`src/rtl/hazard_pkg.sv`:
```
// rtl/hazard_pkg.sv - shared forwarding encodings and stall-cause indices
package hazard_pkg;

    typedef enum logic [1:0] {
        FWD_D_NONE = 2'b00,
        FWD_D_E    = 2'b01,
        FWD_D_M    = 2'b10,
        FWD_D_W    = 2'b11
    } fwd_d_t;

    typedef enum logic [1:0] {
        FWD_E_NONE = 2'b00,
        FWD_E_M    = 2'b01,
        FWD_E_W    = 2'b10
    } fwd_e_t;

    // Bit positions of the individual stall causes within the cause vector.
    localparam int STALL_LW   = 0;
    localparam int STALL_BR   = 1;
    localparam int STALL_SB   = 2;
    localparam int STALL_FULL = 3;
    localparam int N_STALL    = 4;

endpackage

```
`src/rtl/hazard_scoreboard_if.sv`:
```
// rtl/hazard_scoreboard_if.sv - pipeline <-> hazard unit signal bundle
interface hazard_scoreboard_if #(
    parameter int NREG = 32,
    parameter int RA_W = $clog2(NREG)
);
    logic [RA_W-1:0] rs1_D, rs2_D, rd_D;
    logic [RA_W-1:0] rs1_E, rs2_E, rd_E;
    logic [RA_W-1:0] rd_M, rd_W;
    logic            we_reg_D, we_reg_E, we_reg_M, we_reg_W;
    logic            is_load_E, is_load_M;
    logic            branch_D, pred_miss_D;
    logic            mdu_issue_E;
    logic            mdu_done;
    logic [RA_W-1:0] mdu_rd;

    logic            stall_F, stall_D, flush_D, flush_E;
    logic [1:0]      forward_A_D, forward_B_D;
    logic [1:0]      forward_A_E, forward_B_E;
    logic            mdu_busy, mdu_full, stall_timeout;

    modport master (
        output rs1_D, rs2_D, rd_D, rs1_E, rs2_E, rd_E, rd_M, rd_W,
        output we_reg_D, we_reg_E, we_reg_M, we_reg_W,
        output is_load_E, is_load_M, branch_D, pred_miss_D,
        output mdu_issue_E, mdu_done, mdu_rd,
        input  stall_F, stall_D, flush_D, flush_E,
        input  forward_A_D, forward_B_D, forward_A_E, forward_B_E,
        input  mdu_busy, mdu_full, stall_timeout
    );

    modport slave (
        input  rs1_D, rs2_D, rd_D, rs1_E, rs2_E, rd_E, rd_M, rd_W,
        input  we_reg_D, we_reg_E, we_reg_M, we_reg_W,
        input  is_load_E, is_load_M, branch_D, pred_miss_D,
        input  mdu_issue_E, mdu_done, mdu_rd,
        output stall_F, stall_D, flush_D, flush_E,
        output forward_A_D, forward_B_D, forward_A_E, forward_B_E,
        output mdu_busy, mdu_full, stall_timeout
    );
endinterface

```
`src/rtl/hz_scoreboard.sv`:
```
// rtl/hz_scoreboard.sv - per-register MDU busy bits and outstanding-op counter
module hz_scoreboard #(
    parameter int NREG    = 32,
    parameter int RA_W    = $clog2(NREG),
    parameter int MAX_OUT = 2
) (
    input  logic            clk,
    input  logic            rst_n,
    input  logic            issue_en,
    input  logic            set_en,
    input  logic [RA_W-1:0] set_rd,
    input  logic            done_en,
    input  logic [RA_W-1:0] clr_rd,
    output logic [NREG-1:0] busy,
    output logic            mdu_busy,
    output logic            mdu_full
);
    localparam int CNT_W = $clog2(MAX_OUT + 1);
    localparam logic [CNT_W-1:0] CNT_MAX = CNT_W'(MAX_OUT);

    logic [NREG-1:0]  busy_nxt;
    logic [CNT_W-1:0] out_cnt;
    logic             inc, dec;

    // Clear is applied before set so a same-register set/clear leaves the bit set.
    always_comb begin
        busy_nxt = busy;
        if (done_en) busy_nxt[clr_rd] = 1'b0;
        if (set_en)  busy_nxt[set_rd] = 1'b1;
        busy_nxt[0] = 1'b0;
    end

    // A done with nothing outstanding (e.g. after a reset) is dropped.
    assign inc = issue_en;
    assign dec = done_en && (out_cnt != '0);

    always_ff @(posedge clk or negedge rst_n) begin
        if (!rst_n) begin
            busy    <= '0;
            out_cnt <= '0;
        end else begin
            busy <= busy_nxt;
            if (inc && !dec && out_cnt != CNT_MAX)
                out_cnt <= out_cnt + CNT_W'(1);
            else if (dec && !inc)
                out_cnt <= out_cnt - CNT_W'(1);
        end
    end

    assign mdu_busy = (out_cnt != '0);
    assign mdu_full = (out_cnt == CNT_MAX);

endmodule

```
`src/rtl/hazard_scoreboard.sv`:
```
// rtl/hazard_scoreboard.sv - forwarding select, stall/flush control and stall watchdog
module hazard_scoreboard
    import hazard_pkg::*;
#(
    parameter int NREG    = 32,
    parameter int RA_W    = $clog2(NREG),
    parameter int MAX_OUT = 2,
    parameter int TMO_W   = 8
) (
    input  logic                clk,
    input  logic                rst_n,
    hazard_scoreboard_if.slave  hif
);
    logic [NREG-1:0]    busy;
    logic [N_STALL-1:0] cause;
    logic               hz;
    logic               issue_en, set_en;
    logic [TMO_W-1:0]   wd_cnt, wd_nxt;
    logic               timeout_q;

    function automatic logic src_hit(input logic [RA_W-1:0] rs, input logic [RA_W-1:0] rd);
        return (rs != '0) && (rs == rd);
    endfunction

    function automatic logic d_hit(input logic [RA_W-1:0] rd);
        return src_hit(hif.rs1_D, rd) || src_hit(hif.rs2_D, rd);
    endfunction

    function automatic logic [1:0] fwd_d(input logic [RA_W-1:0] rs);
        if (hif.we_reg_E && src_hit(rs, hif.rd_E))      return FWD_D_E;
        else if (hif.we_reg_M && src_hit(rs, hif.rd_M)) return FWD_D_M;
        else if (hif.we_reg_W && src_hit(rs, hif.rd_W)) return FWD_D_W;
        else                                            return FWD_D_NONE;
    endfunction

    function automatic logic [1:0] fwd_e(input logic [RA_W-1:0] rs);
        if (hif.we_reg_M && src_hit(rs, hif.rd_M))      return FWD_E_M;
        else if (hif.we_reg_W && src_hit(rs, hif.rd_W)) return FWD_E_W;
        else                                            return FWD_E_NONE;
    endfunction

    assign hif.forward_A_D = fwd_d(hif.rs1_D);
    assign hif.forward_B_D = fwd_d(hif.rs2_D);
    assign hif.forward_A_E = fwd_e(hif.rs1_E);
    assign hif.forward_B_E = fwd_e(hif.rs2_E);

    always_comb begin
        cause             = '0;
        cause[STALL_LW]   = hif.is_load_E && d_hit(hif.rd_E);
        cause[STALL_BR]   = hif.branch_D &&
                            ((hif.is_load_M && d_hit(hif.rd_M)) ||
                             (hif.we_reg_E  && d_hit(hif.rd_E)));
        cause[STALL_SB]   = ((hif.rs1_D != '0) && busy[hif.rs1_D]) ||
                            ((hif.rs2_D != '0) && busy[hif.rs2_D]) ||
                            (hif.we_reg_D && busy[hif.rd_D]);
        cause[STALL_FULL] = hif.mdu_full && hif.mdu_issue_E && !hif.mdu_done;
    end

    assign hz          = |cause;
    assign hif.stall_F = hz;
    assign hif.stall_D = hz;
    assign hif.flush_E = hz;
    assign hif.flush_D = hif.pred_miss_D && !hz;

    // A flushed E-stage issue never reaches the MDU, so it is not tracked.
    assign issue_en = hif.mdu_issue_E && !hz;
    assign set_en   = issue_en && (hif.rd_E != '0);

    hz_scoreboard #(
        .NREG    (NREG),
        .RA_W    (RA_W),
        .MAX_OUT (MAX_OUT)
    ) u_sb (
        .clk      (clk),
        .rst_n    (rst_n),
        .issue_en (issue_en),
        .set_en   (set_en),
        .set_rd   (hif.rd_E),
        .done_en  (hif.mdu_done),
        .clr_rd   (hif.mdu_rd),
        .busy     (busy),
        .mdu_busy (hif.mdu_busy),
        .mdu_full (hif.mdu_full)
    );

    always_comb begin
        wd_nxt = '0;
        if (hz) wd_nxt = (&wd_cnt) ? wd_cnt : wd_cnt + TMO_W'(1);
    end

    // Flag rises on the same edge the counter lands on all-ones.
    always_ff @(posedge clk or negedge rst_n) begin
        if (!rst_n) begin
            wd_cnt    <= '0;
            timeout_q <= 1'b0;
        end else begin
            wd_cnt    <= wd_nxt;
            timeout_q <= timeout_q || (&wd_nxt);
        end
    end

    assign hif.stall_timeout = timeout_q;

endmodule

```
`src/flat_wrapper.sv`:
```
// flat-port wrapper written by rule: the top's interface ports become plain ports
module hazard_scoreboard_flat import hazard_pkg::*;
#(
    parameter int NREG    = 32,
    parameter int RA_W    = $clog2(NREG),
    parameter int MAX_OUT = 2,
    parameter int TMO_W   = 8
)
  (clk, rst_n, hif_rs1_D, hif_rs2_D, hif_rd_D, hif_rs1_E, hif_rs2_E, hif_rd_E, hif_rd_M, hif_rd_W, hif_we_reg_D, hif_we_reg_E, hif_we_reg_M, hif_we_reg_W, hif_is_load_E, hif_is_load_M, hif_branch_D, hif_pred_miss_D, hif_mdu_issue_E, hif_mdu_done, hif_mdu_rd, hif_stall_F, hif_stall_D, hif_flush_D, hif_flush_E, hif_forward_A_D, hif_forward_B_D, hif_forward_A_E, hif_forward_B_E, hif_mdu_busy, hif_mdu_full, hif_stall_timeout);
  hazard_scoreboard_if #(.NREG(NREG), .RA_W(RA_W)) hif_i ();
  input  logic clk;
  input  logic rst_n;
  input wire logic [$bits(hif_i.rs1_D)-1:0] hif_rs1_D;
  input wire logic [$bits(hif_i.rs2_D)-1:0] hif_rs2_D;
  input wire logic [$bits(hif_i.rd_D)-1:0] hif_rd_D;
  input wire logic [$bits(hif_i.rs1_E)-1:0] hif_rs1_E;
  input wire logic [$bits(hif_i.rs2_E)-1:0] hif_rs2_E;
  input wire logic [$bits(hif_i.rd_E)-1:0] hif_rd_E;
  input wire logic [$bits(hif_i.rd_M)-1:0] hif_rd_M;
  input wire logic [$bits(hif_i.rd_W)-1:0] hif_rd_W;
  input wire logic [$bits(hif_i.we_reg_D)-1:0] hif_we_reg_D;
  input wire logic [$bits(hif_i.we_reg_E)-1:0] hif_we_reg_E;
  input wire logic [$bits(hif_i.we_reg_M)-1:0] hif_we_reg_M;
  input wire logic [$bits(hif_i.we_reg_W)-1:0] hif_we_reg_W;
  input wire logic [$bits(hif_i.is_load_E)-1:0] hif_is_load_E;
  input wire logic [$bits(hif_i.is_load_M)-1:0] hif_is_load_M;
  input wire logic [$bits(hif_i.branch_D)-1:0] hif_branch_D;
  input wire logic [$bits(hif_i.pred_miss_D)-1:0] hif_pred_miss_D;
  input wire logic [$bits(hif_i.mdu_issue_E)-1:0] hif_mdu_issue_E;
  input wire logic [$bits(hif_i.mdu_done)-1:0] hif_mdu_done;
  input wire logic [$bits(hif_i.mdu_rd)-1:0] hif_mdu_rd;
  output wire logic [$bits(hif_i.stall_F)-1:0] hif_stall_F;
  output wire logic [$bits(hif_i.stall_D)-1:0] hif_stall_D;
  output wire logic [$bits(hif_i.flush_D)-1:0] hif_flush_D;
  output wire logic [$bits(hif_i.flush_E)-1:0] hif_flush_E;
  output wire logic [$bits(hif_i.forward_A_D)-1:0] hif_forward_A_D;
  output wire logic [$bits(hif_i.forward_B_D)-1:0] hif_forward_B_D;
  output wire logic [$bits(hif_i.forward_A_E)-1:0] hif_forward_A_E;
  output wire logic [$bits(hif_i.forward_B_E)-1:0] hif_forward_B_E;
  output wire logic [$bits(hif_i.mdu_busy)-1:0] hif_mdu_busy;
  output wire logic [$bits(hif_i.mdu_full)-1:0] hif_mdu_full;
  output wire logic [$bits(hif_i.stall_timeout)-1:0] hif_stall_timeout;
  assign hif_i.rs1_D = hif_rs1_D;
  assign hif_i.rs2_D = hif_rs2_D;
  assign hif_i.rd_D = hif_rd_D;
  assign hif_i.rs1_E = hif_rs1_E;
  assign hif_i.rs2_E = hif_rs2_E;
  assign hif_i.rd_E = hif_rd_E;
  assign hif_i.rd_M = hif_rd_M;
  assign hif_i.rd_W = hif_rd_W;
  assign hif_i.we_reg_D = hif_we_reg_D;
  assign hif_i.we_reg_E = hif_we_reg_E;
  assign hif_i.we_reg_M = hif_we_reg_M;
  assign hif_i.we_reg_W = hif_we_reg_W;
  assign hif_i.is_load_E = hif_is_load_E;
  assign hif_i.is_load_M = hif_is_load_M;
  assign hif_i.branch_D = hif_branch_D;
  assign hif_i.pred_miss_D = hif_pred_miss_D;
  assign hif_i.mdu_issue_E = hif_mdu_issue_E;
  assign hif_i.mdu_done = hif_mdu_done;
  assign hif_i.mdu_rd = hif_mdu_rd;
  assign hif_stall_F = hif_i.stall_F;
  assign hif_stall_D = hif_i.stall_D;
  assign hif_flush_D = hif_i.flush_D;
  assign hif_flush_E = hif_i.flush_E;
  assign hif_forward_A_D = hif_i.forward_A_D;
  assign hif_forward_B_D = hif_i.forward_B_D;
  assign hif_forward_A_E = hif_i.forward_A_E;
  assign hif_forward_B_E = hif_i.forward_B_E;
  assign hif_mdu_busy = hif_i.mdu_busy;
  assign hif_mdu_full = hif_i.mdu_full;
  assign hif_stall_timeout = hif_i.stall_timeout;
  hazard_scoreboard #(.NREG(NREG), .RA_W(RA_W), .MAX_OUT(MAX_OUT), .TMO_W(TMO_W)) u_core (.clk(clk), .rst_n(rst_n), .hif(hif_i));
endmodule
```
`config.mk`:
```
export PLATFORM = sky130hd
export DESIGN_NAME = hazard_scoreboard_flat
export DESIGN_NICKNAME = d
export VERILOG_FILES = /design/src/rtl/hazard_pkg.sv /design/src/rtl/hazard_scoreboard_if.sv /design/src/rtl/hz_scoreboard.sv /design/src/rtl/hazard_scoreboard.sv /design/src/flat_wrapper.sv
export SDC_FILE = /design/constraint.sdc
export NUM_CORES = 1
export LEC_CHECK = 0
export CORE_MARGIN = 1.5
export CORE_UTILIZATION = 48
export CTS_CLUSTER_DIAMETER = 40
export DETAILED_ROUTE_END_ITERATION = 7
export GPL_TIMING_DRIVEN = 0
export HOLD_SLACK_MARGIN = 0.08
export PLACE_DENSITY = 0.85
export SETUP_SLACK_MARGIN = 0.15
export SYNTH_ARGS = -nofsm -noshare
export SYNTH_HDL_FRONTEND = slang
export SYNTH_SLANG_ARGS = --single-unit
```
`constraint.sdc`:
```
create_clock -name clk -period 2.4 [get_ports clk]
set_input_delay 0.24 -clock clk [delete_from_list [all_inputs] [get_ports clk]]
set_output_delay 0.24 -clock clk [all_outputs]
set_load 0.02 [all_outputs]
```
==> impl_metrics.toml <==
[sta]
final.setup.tns_ns = -1.70
max_freq_mhz = 362
tightestPinTransition_ns = 1.18
slew_headroom_pct = 21.3
finalCritPeriodShare_pct = 115
final-max-slew-violation-count = 0
hold_viol = 0
rsz0062_at_grt = "true"
skew_ns = 0.00855
setup-violations-final = 25
fin_ws_ns = -0.364
whs_ns = 0.290
min_period_ns = 2.76

[synthesis]
synth_edf_count = 0
yosys_warnings = 0
yosysUniqueCellTypes = 55
synth-seq-cells = 42
ys_seq_area_share_pct = 28.9
syn_inst = 386
synth_flop_cell = "dfrtp_1"
synth.avg_cell_area_sq_um = 9.42
syn_area_sq_um = 3630
syn_nets = 444
synthArstFlopShare_pct = 100

[routing]
routed_via_density = 6.67
drt-wirelength-per-cell_um = 22.7
drcViolationCount = 0
wirelength_mm = 13.1
route.antenna.remaining_nets = 0
vias = 3854
dr.pass1.iters = 5
drtIter0Drc = 336

[floorplan]
design.core.area_sq_um = 7290
die_y_um = 90.0
io_pins = 72
dieArea_sq_um = 8100
dieWidth_um = 90.0
start_util_pct = 49.8
rows = 31

[clock_tree]
clk_pin_slew_ns = 0.09
cts-htree-levels = 2
cts_tree = "yes"
cts-buffers-inserted = 5
cts.sink_count = 42
clk_path_buf_depth = 2
insertion_delay_ns = 0.30
clock-root-buffer = "clkbuf_8"

[cells_and_area]
final_common_cell = "dfrtp_1"
design_area_sq_um = 5320
final_util_pct = 72.9
multi_input_area_sq_um = 2910
antenna_cells = 0
final_cell_mix = "42 x dfrtp_1, 39 x xnor2_1, 35 x o21ai_0, 31 x clkdlybuf4s50_1, 29 x o31ai_4"
syn2layout_area_growth_pct = 46.3
fillers = 497
drive_gt1_share_pct = 32.2
nets = 536
regArea_sq_um = 1050

[grt]
grt_antenna_before_repair = 0
grtUsageTotal_pct = 31.1
grt_first_pass_wirelength_mm = 19.8
grt-ovfl-total = 0
grt_pass1_vias = 3896
grt_max_degree = 39

[setup_path]
r2r-start = "u_core.u_sb.busy[25]$_DFF_PN0_"
crit_required_ns = 2.16
cp.arrival_ns = 2.52
startpoint = "u_core.u_sb.busy[18]$_DFF_PN0_"
cp_max_fo = 4
crit_path_end_kind = "output port"
crit_type = "flip-flop to output port"
startpoint_type = "flip-flop"

[hold_path]
hold_class = "primary input to asynchronous set/reset pin"

[place]
dp_worst_setup_slack_ns = -1.40
io_buffers = 55
dp.final_hpwl_mm = 8.23
postPlaceCellArea_sq_um = 4390
gp_congestion = 0.899

[power]
power.internal_mw = 2.11
swShare_pct = 39.9
seqPwrFrac_pct = 32.3
peakVddDrop_mv = 0.452
clockPowerShare_pct = 13.9
power_density_nw_per_um2 = 660
combinationalPowerShare_pct = 53.8
p_leak_nw = 2.04
p_sw_mw = 1.40

[run_status]
violations = "setup timing"
status = "complete, but fails checks"

[run]
cap_violations = 0
## area by class of cell
class	count	share of cell area, %
clock inverter	2	0.235
multi-input combinational	303	54.8
inverter	9	0.729
buffer	32	5.08
tap	99	2.33
clock buffer	6	1.55
timing repair buffer	85	15.6
sequential	42	19.8
## synth_stat cells, types with 3 or more instances
master | n | area (sq um)
nand2b_1 | 5 | 31.3
buf_6 | 4 | 45.0
nand2_1 | 15 | 56.3
mux2i_1 | 14 | 140
inv_1 | 9 | 33.8
buf_4 | 3 | 22.5
nand3_1 | 15 | 75.1
o31ai_1 | 30 | 225
nand3b_1 | 9 | 67.6
and3_1 | 4 | 25.0
buf_1 | 5 | 18.8
nor3_1 | 3 | 15.0
xor2_1 | 15 | 131
mux2_2 | 4 | 45.0
xnor2_1 | 39 | 342
buf_2 | 7 | 35.0
o211ai_1 | 4 | 30.0
or3b_2 | 3 | 26.3
nor2_1 | 22 | 82.6
a21oi_1 | 7 | 35.0
clkbuf_1 | 13 | 48.8
nor4_1 | 9 | 56.3
dfrtp_1 | 42 | 1050
a2111oi_0 | 4 | 35.0
nand4_1 | 7 | 43.8
nor2b_1 | 5 | 31.3
o21ai_0 | 36 | 180
or4_1 | 6 | 45.0
mux4_2 | 16 | 360
## routing by layer
layer	part of all wire, %	global-route usage, %	up-vias
li1	-	-	1644
met1	37	36.5	1875
met2	51	53.7	283
met3	8.3	6.18	52
met4	3.8	15.9	0
met5	0	0	-
## metrics by stage
step	instances	total power, mW
floorplan	386	1.91
global placement	540	2.27
detailed placement	541	2.36
CTS	564	3.20
global route	578	3.65
finish	578	3.51
## worst max-delay path, cell delays in order (launching register included)
cell     delay (ns)
dfrtp_1        0.42
mux4_2         0.48
mux2_4         0.29
a32oi_2        0.20
and4b_2        0.25
and4_4         0.22
buf_6          0.12
inv_6          0.03
buf_6          0.10
buf_6          0.12
## power by group through the flow
| stage | Sequential [mW] | Clock (mW) | Combinational (mW) |
|---|---|---|---|
| final | 1.13 | 0.487 | 1.89 |
| after global routing | 1.15 | 0.517 | 1.98 |
| after CTS | 1.11 | 0.485 | 1.61 |
| after detailed placement | 1.13 | 0 | 1.23 |
| after global placement | 1.10 | 0 | 1.17 |
| after floorplan | 1.03 | 0 | 0.876 |
## final timing paths
kind / depth (start not counted) / end / slack, ns
setup / recovery: 9 / hif_stall_D / -0.36
hold / removal: 2 / u_core.wd_cnt[6]$_DFF_PN0_ / 0.29
setup reg to reg: 7 / u_core.u_sb.busy[15]$_DFF_PN0_ / -0.06
hold reg to reg: 2 / u_core.hif.stall_timeout$_DFF_PN0_ / 0.49
max in group asynchronous: 3 / u_core.u_sb.busy[5]$_DFF_PN0_ / 1.68
min in group clk: 3 / u_core.u_sb.out_cnt[1]$_DFFE_PN0P_ / 0.40
## cells by family after synthesis
kind of cell,after synthesis,synth area share (%)
xor gates and xnor gates,54,13.0
buffers and inverters,41,5.61
and+or+nand+nor,116,18.2
AOI/OAI and AO/OA,96,17.5
muxes,36,16.5
DFF,42,28.9
adders and majority gates,1,0.344
## repair_timing
item | 4_1_cts | 5_1_grt
gates resized for setup | 134 | 49
endpoints found under the hold margin | 42 | 0
hold buffers | 1 | 0
setup endpoints to repair | 54 | 51
setup buffers | 11 | 14
pin swaps | 39 | 12
gates cloned | 3 | 0
## registers in the layout (all words and copies together) (netlist names)
| register | cells |
|---|---|
| u_core.hif.stall_timeout | 1 |
| u_core.u_sb.busy | 31 |
| u_core.u_sb.out_cnt | 2 |
| u_core.wd_cnt | 8 |
Power figures use the tool's default switching activity.
